## src/rtl/player_input_mapped.sv

```systemverilog
`timescale 1ns/1ps
// player_input_mapped: synchronises the keyboard byte stream, parses set-2 make/break/E0 prefixes and tracks held keys from KEYMAP.
// Define PLAYER_INPUT_OVERRUN_CLEAR_EN to release all keys on AA/00/FF received in IDLE.
module player_input_mapped #(
   parameter int NUM_PLAYERS = 2,
   parameter int KEYS_PER_PLAYER = 5,
   parameter logic [NUM_PLAYERS*KEYS_PER_PLAYER*9-1:0] KEYMAP =
      {9'h043, 9'h03B, 9'h042, 9'h04B, 9'h044, 9'h01D, 9'h01C, 9'h01B, 9'h023, 9'h024},
   parameter int PREFIX_TIMEOUT = 250000
) (
   input  logic clk,
   input  logic rst,
   input  logic [7:0] code_byte,
   input  logic code_flag,
   output logic [NUM_PLAYERS*KEYS_PER_PLAYER-1:0] key_held,
   output logic [NUM_PLAYERS*KEYS_PER_PLAYER-1:0] key_pressed,
   output logic [NUM_PLAYERS*KEYS_PER_PLAYER-1:0] key_released,
   output logic parse_error
);
   localparam int N = NUM_PLAYERS * KEYS_PER_PLAYER;
   localparam int CW = $clog2(PREFIX_TIMEOUT + 1);
   typedef enum logic [2:0] {IDLE, EXT, BRK, EXT_BRK, SKIP} state_t;
   state_t state, state_next;
   logic s1, s2, s3, strobe, ext, err_next;
   logic [2:0] skip_cnt, skip_next;
   logic [CW-1:0] cnt, cnt_next;
   logic [N-1:0] held, held_next, match;
   assign strobe = s2 & ~s3;
   assign ext = (state == EXT) || (state == EXT_BRK);
   assign key_held = held;
   for (genvar i = 0; i < N; i++) begin : g_match
      assign match[i] = KEYMAP[i*9 +: 9] == {ext, code_byte};
   end
   always_comb begin
      state_next = state;
      skip_next = skip_cnt;
      cnt_next = cnt;
      held_next = held;
      err_next = 1'b0;
      if (strobe) begin
         cnt_next = '0;
         case (state)
            IDLE: begin
               if (code_byte == 8'hE0) state_next = EXT;
               else if (code_byte == 8'hF0) state_next = BRK;
               else if (code_byte == 8'hE1) begin
                  state_next = SKIP;
                  skip_next = 3'd7;
               end
`ifdef PLAYER_INPUT_OVERRUN_CLEAR_EN
               else if (code_byte inside {8'hAA, 8'h00, 8'hFF}) held_next = '0;
`endif
               else if (!(code_byte inside {8'hFA, 8'hFE, 8'hAA, 8'hEE, 8'h00, 8'hFF})) held_next = held | match;
            end
            EXT: begin
               if (code_byte == 8'hF0) state_next = EXT_BRK;
               else if (code_byte != 8'hE0) begin
                  held_next = held | match;
                  state_next = IDLE;
               end
            end
            BRK: begin
               if (code_byte != 8'hF0) begin
                  held_next = held & ~match;
                  state_next = IDLE;
               end
            end
            EXT_BRK: begin
               held_next = held & ~match;
               state_next = IDLE;
            end
            SKIP: begin
               skip_next = skip_cnt - 3'd1;
               state_next = skip_cnt == 3'd1 ? IDLE : SKIP;
            end
            default: state_next = IDLE;
         endcase
      end else if (state != IDLE) begin
         // a stalled prefix is dropped so the next byte starts clean
         if (cnt == CW'(PREFIX_TIMEOUT - 1)) begin
            state_next = IDLE;
            cnt_next = '0;
            err_next = 1'b1;
         end else cnt_next = cnt + 1'b1;
      end
   end
   always_ff @(posedge clk) begin
      if (rst) begin
         {s1, s2, s3} <= '0;
         state <= IDLE;
         skip_cnt <= '0;
         cnt <= '0;
         held <= '0;
         key_pressed <= '0;
         key_released <= '0;
         parse_error <= 1'b0;
      end else begin
         {s1, s2, s3} <= {code_flag, s1, s2};
         state <= state_next;
         skip_cnt <= skip_next;
         cnt <= cnt_next;
         held <= held_next;
         key_pressed <= held_next & ~held;
         key_released <= ~held_next & held;
         parse_error <= err_next;
      end
   end
endmodule

```

## config.mk

```make
export PLATFORM = sky130hd
export DESIGN_NAME = player_input_mapped
export DESIGN_NICKNAME = d
export VERILOG_FILES = /design/src/rtl/player_input_mapped.sv
export SDC_FILE = /design/constraint.sdc
export NUM_CORES = 1
export LEC_CHECK = 0
export ABC_AREA = 1
export BUFFER_PORTS_ARGS = -buffer_cell sky130_fd_sc_hd__clkbuf_2
export CAP_MARGIN = 20
export CORE_MARGIN = 5
export CORE_UTILIZATION = 45
export DETAILED_ROUTE_END_ITERATION = 12
export PLACE_DENSITY = 0.67
export RECOVER_POWER = 50
export SYNTH_ARGS = -nofsm -noshare
export SYNTH_HDL_FRONTEND = slang
export SYNTH_SLANG_ARGS = --single-unit
```

## constraint.sdc

```tcl
create_clock -name clk -period 1.95 [get_ports clk]
set_input_delay 0.2925 -clock clk [delete_from_list [all_inputs] [get_ports clk]]
set_output_delay 0.2925 -clock clk [all_outputs]
set_load 0.05 [all_outputs]
```

==> impl.org, run 1 <==
** Clock tree
- Hold-fix buffer count after cts :: 0
- Worst-case clock buffer depth :: 2
- The cell sitting at the root of the clock tree is a clkbuf_8.
- TritonCTS clock tree :: done
- Clock tree synthesis inserted a total of 9 buffers.
- In this run, post-CTS repair resized a total of 0 instances.
- Deepest level of the CTS H-tree :: 3
- The tree built by TritonCTS fans out to 58 sinks.
- After clock tree synthesis, the clock-pin slew on the worst setup and hold paths is 0.07 ns.
- The number of setup buffers added after CTS is 0.
- Clock latency on the worst-skew pair, taken at its later pin, is 0.33 ns.

** Power
- Peak supply drop :: 0.0005256 V
- Sw Ratio :: 0.2379
- The share of total power dissipated in combinational logic is 0.081.
- Design internal power :: 0.002080 W
- Sequential fraction of design power :: 0.440
- For this design the static power due to leakage is 1.630 nW.
- Ratio of total power to cell area :: 711.0 mW/mm^2
- Total design power :: 0.002729 W
- Clock network power share :: 0.479
- Net switching power :: 0.0006494 W

** Die
- The floorplan has 31 rows.
- Die area :: 0.009111 mm^2
- Initial standard-cell utilization of the core :: 0.4579
- The die is 95.45 um wide.
- Height of the die :: 95.45 um
- 42 I/O pins were placed.
- Area of the core :: 0.007176 mm^2

** Placed design
- Detailed Place HPWL :: 6.846 mm
- The congestion estimate from routability-driven global placement came to 1.004.
- Buffers placed on the I/O ports in this run total 41.

** Global routing
- GRT Total Usage :: 0.2075
- The total overflow left after global routing is 0.
- Global-route wire length before repair :: 14.88 mm
- The initial antenna violation count is 0.
- Vias in the first global route :: 3186
- Maximum number of pins on one net before global-route repair :: 19

** STA
- Measured against its own limit, the worst slew margin works out to 0.5906.
- Setup violations remaining at the end of the flow were counted as 0.
- The number of pins exceeding their max-slew limit in the final report is 0.
- Part of the cycle the worst path needs :: 0.8991
- Setup total negative slack on the finished layout was measured at 0 ns.
- For this run, the top clock speed supported by timing is 570.4 MHz.
- Min cycle time layout :: 1.753 ns
- RSZ-0062 raised after global routing :: no
- Transition time at the pin with the least slew margin :: 0.6167 ns
- The number of hold-slack violations in the final timing report was 0.
- Between clock sinks in the finished design, the worst skew comes to 0.004976 ns.

** Flow run
- The tool flagged a number of max-cap violations equal to 0.

** Worst setup path
- For the worst setup path, the data required time is 2.18 ns.
- The worst setup path is launched from a register.
- The worst setup path is captured at a register.
- Largest fanout on the critical path :: 11
- The critical path is of the reg2reg type.
- Critical path data arrival time :: 1.98 ns

** Synth
- Number of library cell types mapped by synthesis :: 38
- Synth Area in Adders :: 0.01142
- The share of synthesized area in the top cell type comes to 0.3534.
- Seq cells post-synth :: 58
- The post-synthesis compound-gate area fraction is 0.09177.
- The largest total area in the synthesized netlist belongs to dfxtp_1.
- Measured against the total synthesized area, the mux share comes to 0.
- Share of synthesized cell area in and, or, nand and nor gates :: 0.4318
- Yosys attributes the largest share of cell area to dfxtp_1 35%, nand2_1 15%, nor2_1 7.4%, inv_1 7.0%, nand3_1 5.5%.
- Yosys printed 0 warnings.
- Combinational family with the most area after synthesis :: simple AND/OR/NAND/NOR gates
- Among all flip-flop cells after synthesis, the most frequent one is dfxtp_1.
- Number of nets produced by synthesis :: 517
- For this run, the register share of the synthesized area comes to 0.3534.
- After synthesis, the share of flip-flops with an asynchronous set or reset is 0.
- In this run, synthesis inferred 0 flip-flops with an integrated enable.
- Synthesized netlist cell count :: 503
- A synthesized cell averages 6.532 um^2.
- Cell area after synthesis :: 0.003286 mm^2
- Of the total synthesized cell area, the portion taken by XOR and XNOR cells is 0.01333.

** Detailed routing
- Summed over all layers, the routed wires come to 8.918 mm.
- Initial DRC count :: 352
- Number of iterations in the first detailed-routing pass :: 5
- Remaining antenna violation count after routing :: 0
- After detailed routing, the number of vias per cell comes to 5.162.
- DRC violation count after routing :: 0
- Dividing the detail-routed wire length by the instance count gives 13.47 um.
- The final route contains 3417 vias.

** Cells and area
- At the end of the flow, the number of nets in the layout was 572.
- Share of layout cells above drive strength 1 :: 0.1403
- Total of fill cells in the finished design :: 749
- Growth of design area from synthesis to finish :: 16.83%
- Highest-count cells in the layout ignoring fill and taps :: 128 x nand2_1, 65 x nor2_1, 61 x inv_1
- Inserted Diodes :: 0
- Most common library cell in the layout ignoring fill and taps :: nand2_1

** Hold path
- The tightest min-delay check is of the in2reg type.

** Run status
- The flow ran to the end, and the final reports show no timing, DRC or antenna violations.
critical path: stages (launching register included):
cell	delay, ns
dfxtp_1	0.43
nand2_2	0.22
nor2_2	0.18
buf_4	0.18
nand2_2	0.09
a21oi_1	0.25
nand3_1	0.17
nand2_1	0.09
nor2_1	0.04
power groups by stage:
| stage | clock network [W] | registers [W] | logic [W] |
|---|---|---|---|
| 6_report | 0.00131 | 0.00120 | 0.000220 |
| 5_1_grt | 0.00138 | 0.00120 | 0.000240 |
| 4_1_cts | 0.00134 | 0.00120 | 0.000217 |
| 3_5_place_dp | 0 | 0.00123 | 0.000216 |
| 3_3_place_gp | 0 | 0.00123 | 0.000218 |
| 2_1_floorplan | 0 | 0.00123 | 0.000137 |
final cells by class:
class                   instances  area [um^2]  area share
clock buffers                  12        165.2     0.04302
well taps                      99        123.9     0.03227
inverters                      69        261.5     0.06812
flip-flops and latches         58         1161      0.3025
multi-input cells             365         1784      0.4648
repair buffers                 55        270.3     0.07040
clock inverters                 4        72.57     0.01890
logic make-up after synthesis:
logic type | Yosys count
compound gates | 53
xor+xnor | 5
fa+ha+maj | 3
buf+inv | 80
flops | 58
simple gates | 304
layer usage:
metal	vias to the layer above	track usage	part of all wire
met4	0	0.08057	0.019
met3	21	0.03078	0.059
li1	1731	-	-
met2	124	0.3207	0.44
met1	1541	0.2905	0.48
met5	-	0	0
per-stage QoR:
step | cells | utilization | cell area [um^2] | hold slack, ns | setup slack, ns
after global routing | 662 | 0.5350 | 3839 | 0.1457 | 0.01724
after CTS | 662 | 0.5430 | 3896 | 0.1443 | 0.2291
final | 662 | 0.5350 | 3839 | 0.1530 | 0.1968
after global placement | 646 | 0.5099 | 3659 | 0.3919 | 0.2043
after detailed placement | 646 | 0.5099 | 3659 | 0.4038 | 0.2454
after floorplan | 503 | - | 3286 | 0.3693 | 0.4390
sequential cells by signal, indices dropped and copies added, names as in the netlist:
signal / count
cnt: 18
key_held: 10
key_pressed: 10
key_released: 10
parse_error: 1
s1: 1
s2: 1
s3: 1
skip_cnt: 3
state: 3
path summary, 6_finish.rpt:
check | from | to | slack (ns) | cells after the start
max reg2reg | state[0]$_SDFFE_PP0P_ | key_released[5]$_SDFF_PP0_ | 0.20 | 8
min reg2reg | s1$_SDFF_PP0_ | s2$_SDFF_PP0_ | 0.41 | 2
min | code_flag | s1$_SDFF_PP0_ | 0.15 | 3
max | state[0]$_SDFFE_PP0P_ | key_released[5]$_SDFF_PP0_ | 0.20 | 8
cell usage after synthesis, types with 5 or more instances:
cell type / n
a21oi_1: 19
clkbuf_1: 5
dfxtp_1: 58
inv_1: 61
inv_2: 6
nand2_1: 128
nand2_2: 11
nand3_1: 36
nand4_1: 18
nor2_1: 65
nor2_2: 8
nor2_4: 5
nor3_1: 15
nor3_2: 5
o21ai_0: 17
o21ai_1: 8
Power figures use the tool's default switching activity.
==> run 2, diff against run 1 <==
--- a/config.mk
+++ b/config.mk
@@ -6,12 +6,12 @@
 export NUM_CORES = 1
 export LEC_CHECK = 0
 export ABC_AREA = 1
-export BUFFER_PORTS_ARGS = -buffer_cell sky130_fd_sc_hd__clkbuf_2
 export CAP_MARGIN = 20
 export CORE_MARGIN = 5
 export CORE_UTILIZATION = 45
 export DETAILED_ROUTE_END_ITERATION = 12
-export PLACE_DENSITY = 0.67
+export DONT_BUFFER_PORTS = 1
+export PLACE_DENSITY = 0.62
 export RECOVER_POWER = 50
 export SYNTH_ARGS = -nofsm -noshare
 export SYNTH_HDL_FRONTEND = slang
==> impl.org, run 2 (synthesis results as in run 1) <==
** Run status
- Outcome :: completed

** Global routing
- The initial antenna violation count came to 0.
- Vias in the first global route :: 3042
- In the global route stage, overall resource usage came out at 0.2027.
- Global routing finished with a remaining overflow of 0.
- The first global-routing pass estimated 14.45 mm of wire.
- Maximum number of pins on one net before global-route repair :: 24

** Placed design
- The congestion estimate from routability-driven global placement came to 0.8865.
- Dpl cell area :: 0.003498 mm^2
- Once detailed placement completed, the half-perimeter wirelength came to 6.502 mm.
- Count of input and output buffers :: 0

** Power
- Ratio of total power to cell area :: 683.0 mW/mm^2
- Peak supply drop :: 0.0004727 V
- Summed over all cells, the static leakage comes to 1.538 nW.

** Cells and area
- Share of layout cells above drive strength 1 :: 0.1231
- Top reg by flops :: cnt
- Highest-count cells in the layout ignoring fill and taps :: 128 x nand2_1, 65 x nor2_1, 61 x inv_1
- Total of fill cells in the finished design :: 769
- Growth of design area from synthesis to finish :: 11.58%
- The library cell used most frequently in the layout, excluding fill and tap cells, is nand2_1.
- Post-Route Utilization :: 0.5109
- The register with the most flip-flops in the layout has 18 of them.
- Net count reported at finish :: 539
- The number of antenna diodes in the final layout is 0.
- After routing the design area is 0.003666 mm^2.

** Clock tree
- CTS placed an instance of clkbuf_8 at the clock tree root.
- Counting every sink on the clock net gives 58.
- For the worst-skew pair, the clock arrives at the later sink with an insertion delay of 0.34 ns.
- Clock-pin slew was measured on the worst setup and hold paths at 0.07 ns.
- CTS built an H-tree with a depth of 3.
- Post-CTS repair changed the size of 0 cells.
- TritonCTS built the clock tree.
- TritonCTS Buffers :: 9
- Counting along the longest clock path gives a buffer depth of 2.

** Worst setup path
- Of all nets on the critical path, the largest fanout is 11.
- Required @ worst endpoint :: 2.23 ns
- The worst setup path is of the reg2reg kind.
- The setup check on the worst reg-to-reg path leaves a slack of 0.19 ns.
- STA classifies the critical path endpoint as a register.
- CP Launch Type :: register
- Critical path data arrival time :: 2.03 ns

** Die
- From left edge to right edge, the die measures 95.45 um.
- The initialized floorplan defines 31 standard-cell rows.
- # IOs :: 42
- The total area inside the core boundary comes to 0.007176 mm^2.
- The floorplan step defined a die boundary enclosing 0.009111 mm^2.
- The floorplan step set the die height to 95.45 um.
- Initial standard-cell utilization of the core :: 0.4579

** Detailed routing
- Summing over every cut layer, the via total after detailed routing is 3266.
- After detailed routing, the number of remaining DRC violations is 0.
- Wires add up to 8.736 mm.
- In the routed layout, each cell is associated on average with a via count of 5.209.
- Number of iterations in the first detailed-routing pass :: 5
- The first routing iteration left 228 violations.
- Remaining antenna violation count after routing :: 0
- Mean routed wirelength per cell :: 13.93 um

** STA
- In the finished design, the share of the clock period the worst path needs comes to 0.9000.
- Adding up every negative setup slack in the final design gives 0 ns.
- Setup repair after global routing left no endpoint under its margin.
- The smallest clock period supported by the final layout is computed as 1.755 ns.
- Transition time at the pin with the least slew margin :: 0.8757 ns
- Setup-violating endpoint count in the final report :: 0
- Derived from the worst setup path, the maximum achievable clock frequency is 569.8 MHz.
- Headroom to the max-slew limit came out at 0.4162.
- Final Hold Vio Count :: 0
- The number of pins exceeding their max-slew limit in the final report came to 0.
- Skew final :: 0.009848 ns

** Flow run
- Max Cap Viol :: 0

** Hold path
- Class of the tightest hold or removal check :: in2reg
## run 2: cell count changes in the layout (fill, tap and decap cells not counted), moves of 2 or more
cell,before,now
buf_4,14,10
clkbuf_1,32,10
clkbuf_2,9,0
dlygate4sd3_1,0,2
## run 2: per-stage QoR
stage / total power (W) / instances / worst slack, ns / hold WS [ns]
floorplan: 0.001364 / 503 / 0.4390 / 0.3693
global placement: 0.001412 / 611 / 0.2565 / 0.3663
detailed placement: 0.001413 / 611 / 0.2429 / 0.3683
CTS: 0.002533 / 625 / 0.2239 / 0.006202
global route: 0.002623 / 627 / 0.01732 / 0.002346
finish: 0.002504 / 627 / 0.1949 / 0.01610
## run 2: final cells by class
class / instances / area [um^2] / area share
inverters: 69 / 261.5 / 0.07133
multi-input cells: 365 / 1795 / 0.4898
flip-flops and latches: 58 / 1161 / 0.3167
repair buffers: 22 / 132.6 / 0.03618
well taps: 99 / 123.9 / 0.03379
clock inverters: 3 / 40.04 / 0.01092
clock buffers: 11 / 151.4 / 0.04130
## run 2: final timing paths
kind	from	endpoint	depth (start not counted)
worst max-delay path	state[2]$_SDFFE_PP0P_	state[0]$_SDFFE_PP0P_	10
worst max register to register	state[2]$_SDFFE_PP0P_	state[0]$_SDFFE_PP0P_	10
worst min register to register	s1$_SDFF_PP0_	s2$_SDFF_PP0_	2
worst min-delay path	rst	s2$_SDFF_PP0_	1
## run 2: metal layers
| layer | up-vias | wire length, um | global-route usage |
|---|---|---|---|
| met5 | - | 0 | 0 |
| met4 | 0 | 59 | 0.05806 |
| met3 | 4 | 655 | 0.05604 |
| met2 | 91 | 3805 | 0.3038 |
| met1 | 1511 | 4216 | 0.2842 |
| li1 | 1660 | - | - |
## run 2: report_power, final
group / switching (W) / internal [W] / leakage [nW]
Combinational: 0.000135 / 0.0000582 / 0.969
Sequential: 0.00000826 / 0.00119 / 0.468
Clock: 0.000468 / 0.000641 / 0.101
## run 2: worst max-delay path, cell delays in order, from the launching register on
cell	delay [ns]
dfxtp_1	0.33
inv_4	0.11
nand2_2	0.19
nor2_2	0.35
buf_4	0.22
nand2_1	0.05
o21ai_0	0.09
o211ai_1	0.11
nand3_1	0.09
nand2_1	0.06
nor2_1	0.09
## run 2: what timing repair did
item,CTS,global route
endpoints found under the hold margin,0,8
buffers inserted,0,0
hold buffers,0,2
==> run 3, diff against run 2 <==
--- a/config.mk
+++ b/config.mk
@@ -5,7 +5,6 @@
 export SDC_FILE = /design/constraint.sdc
 export NUM_CORES = 1
 export LEC_CHECK = 0
-export ABC_AREA = 1
 export CAP_MARGIN = 20
 export CORE_MARGIN = 5
 export CORE_UTILIZATION = 45
==> impl.org, run 3 <==
** Run status
- The run finished with clean final reports.

** Global routing
- The first global-routing pass estimated 9.177 mm of wire.
- Total grt overflow :: 0
- For this run, the total global-route usage over all layers was measured as 0.1585.
- Vias in the first global route :: 1901
- Antenna violations before repair :: 0
- Entering global routing, the biggest net connects 31 pins.

** Clock tree
- Deepest level of the CTS H-tree :: 3
- Worst-case clock buffer depth :: 2
- The number of setup buffers added after CTS is 0.
- Post-CTS repair changed the size of 0 cells.
- Clock input transition at the sequential cells of the worst setup and hold paths :: 0.07 ns
- For the worst-skew pair, the clock arrives at the later sink with an insertion delay of 0.34 ns.
- TritonCTS Buffers :: 9
- Count of clock tree sinks :: 58
- In this run the clock root is driven by a clkbuf_8.
- In this run, post-CTS hold repair placed 0 buffers.
- TritonCTS built the clock tree.

** Worst setup path
- The critical path starts at cnt[8]$_SDFFE_PP0N_.
- Worst path bufs/invs :: 1
- The endpoint identified for the worst register-to-register timing path is cnt[6]$_SDFFE_PP0N_.
- Startpoint of the most critical register-to-register path :: cnt[8]$_SDFFE_PP0N_
- Worst path max stage delay :: 0.53 ns
- Required @ worst endpoint :: 2.17 ns
- The worst setup path is of the reg2reg kind.
- STA classifies the critical path endpoint as a register.
- Number of gates on the worst path with buffers counted :: 5
- Termination of the worst setup path :: cnt[6]$_SDFFE_PP0N_
- Number of cells on the worst reg-to-reg path :: 5
- The setup check on the worst reg-to-reg path leaves a slack of 0.20 ns.
- Critical path data arrival time :: 1.98 ns
- Among cell families on the critical path, the largest total delay comes from simple AND/OR/NAND/NOR gates.
- CP Launch Type :: register
- Along the worst path, the maximum fanout reaches 11.
- Among all stages on the critical path, the largest delay is contributed by or4b_1.
- Cell-by-cell trace of the critical path :: or4b_1, nor4_2, a211o_1, buf_4, nor2_1

** Synth
- Synthesis produced a netlist whose cell count is 277.
- Summed over all instances, the cell type with the most area after synthesis is dfxtp_1.
- Averaged over all synthesized cells, the footprint is 9.269 um^2.
- Of the post-synthesis cell area, the dominant cell type holds 0.4522.
- Number of nets produced by synthesis :: 291
- Seq cells post-synth :: 58
- During synthesis, Yosys emitted a total of 0 warnings.
- Seq/Total Area, Yosys :: 0.4522
- Share of flip-flops with an asynchronous set or reset :: 0
- Top post-synthesis cells by area :: dfxtp_1 45%, nor2_1 5.6%, xor2_1 4.1%, nor3_1 3.3%, mux2i_1 3.1%
- The synthesized design contains 0 enable-type register cells.
- Among all flip-flop cells after synthesis, the most frequent one is dfxtp_1.
- Number of library cell types mapped by synthesis :: 43
- In this run the cell area of the synthesized design comes to 0.002567 mm^2.
- Dominant cell by count in the synthesized netlist :: dfxtp_1
- Top cell types by occurrence after synthesis :: 58 x dfxtp_1, 38 x nor2_1, 17 x nor3_1

** Placed design
- In this run the cell area measured after placement is 0.002628 mm^2.
- Buffers placed on the I/O ports in this run total 0.
- Detailed Place HPWL :: 3.680 mm
- Routability-driven placement finished with a final weighted congestion of 0.8731.
- Placed cells :: 342

** STA
- Based on the critical path, the design can be clocked at up to 570.4 MHz.
- In the finished design, the share of the clock period the worst path needs comes to 0.8991.
- Min cycle time layout :: 1.753 ns
- The clock arrives with 0.007724 ns of skew.
- Setup violations remaining at the end of the flow were counted as 0.
- Final count of pins violating max slew :: 0
- Setup TNS :: 0 ns
- Measured against its own limit, the worst slew margin works out to 0.6156.
- Final Hold Vio Count :: 0
- RSZ-0062 raised after global routing :: no
- At the pin with the least slew margin, the transition time is 0.5758 ns.

** Detailed routing
- DRC violation count after routing :: 0
- The routed design has 5.397 mm of wire.
- Average vias per placed instance :: 5.532
- In the final routed layout, each cell accounts on average for 15.03 um.
- Detailed routing inserted a total of 1986 vias.
- The detailed router finished its first iteration with 138 violations.
- The first detailed-routing pass took 4 iterations.
- Remaining antenna violation count after routing :: 0

** Die
- The core region is 0.005540 mm^2.
- For this configuration, the core starts out at a cell density of 0.4634.
- The floorplan has 27 rows.
- Die area :: 0.007316 mm^2
- In this run the horizontal extent of the chip is 85.54 um.
- Height of the die :: 85.54 um
- For this design the top-level I/O count stands at 42.

** Cells and area
- Final Non-Filler Cells :: 359
- The net count of the finished layout is 296.
- The register with the most flip-flops in the layout has 18 of them.
- Growth of design area from synthesis to finish :: 12.09%
- The library cell used most frequently in the layout, excluding fill and tap cells, is dfxtp_1.
- In the final layout, the share of cells above drive strength 1 is 0.1115.
- Top reg by flops :: cnt
- Highest-count cells in the layout ignoring fill and taps :: 58 x dfxtp_1, 38 x nor2_1, 17 x nor3_1
- Total of fill cells in the finished design :: 521
- After routing the design area is 0.002878 mm^2.
- 0 antenna diodes ended up in the layout.

** Power
- Power spread over the standard cell area amounts to 921.6 mW/mm^2.
- Peak supply drop :: 0.0004229 V
- The completed layout was analyzed and its total power is 0.002652 W.
- For this design the static power due to leakage is 1.029 nW.

** Flow run
- Max Cap Viol :: 0

** Hold path
- The tightest min-delay check is of the in2reg type.
[run 3: cell count changes in the layout (fill, tap and decap cells not counted), moves of 11 or more]
cell and delta:
nand3_1 -22, inv_1 -56, nand4_1 -13, a21oi_1 -17, nand2_1 -117, nor2b_1 +11
nor2_1 -27, nand2_2 -11
[run 3: cells by family (layout without fill, tap and decap cells)]
| family | after synthesis | in the layout | synth area share |
|---|---|---|---|
| compound gates | 27 | 27 | 0.07944 |
| xor+xnor | 19 | 19 | 0.06481 |
| fa+ha+maj | 3 | 3 | 0.01462 |
| buf+inv | 20 | 30 | 0.04094 |
| flops | 58 | 58 | 0.4522 |
| mux | 8 | 8 | 0.03119 |
| simple gates | 142 | 142 | 0.3168 |
[run 3: worst min-delay path by stage]
stage / startpoint / end / slack [ns] / depth (start not counted)
CTS: rst / state[2]$_SDFFE_PP0P_ / 0.003 / 1
global placement: rst / state[2]$_SDFFE_PP0P_ / 0.37 / 1
floorplan: s1$_SDFF_PP0_ / s2$_SDFF_PP0_ / 0.41 / 1
global route: rst / skip_cnt[2]$_SDFFE_PP0P_ / 0.0001 / 1
detailed placement: rst / state[2]$_SDFFE_PP0P_ / 0.37 / 1
finish: rst / skip_cnt[2]$_SDFFE_PP0P_ / 0.02 / 1
[run 3: through the flow]
step	setup slack [ns]	hold slack (ns)	util
finish	0.1967	0.01926	0.5194
global route	0.04147	0.0001286	0.5194
CTS	0.1903	0.003124	0.5196
detailed placement	0.2005	0.3688	0.4743
global placement	0.2178	0.3684	0.4743
floorplan	0.2728	0.4138	-
[run 3: cell type report]
class / count / area [um^2] / area share
multi-input cells: 199 / 1301 / 0.4522
clock inverters: 5 / 100.1 / 0.03478
well taps: 72 / 90.09 / 0.03130
repair buffers: 8 / 51.30 / 0.01783
clock buffers: 11 / 151.4 / 0.05261
inverters: 6 / 22.52 / 0.007826
flip-flops and latches: 58 / 1161 / 0.4035
[run 3: power by group]
group	internal, W	total, W	leakage [nW]	switching, W
Combinational	0.0000317	0.0000698	0.432	0.0000381
Clock	0.000914	0.00138	0.129	0.000471
Sequential	0.00119	0.00120	0.468	0.00000732
[run 3: routing by layer]
layer	vias up	wire length (um)	track usage
li1	988	-	-
met2	57	2649	0.2549
met1	935	2275	0.1871
met4	0	68	0.08921
met5	-	0	0
met3	6	403	0.04899
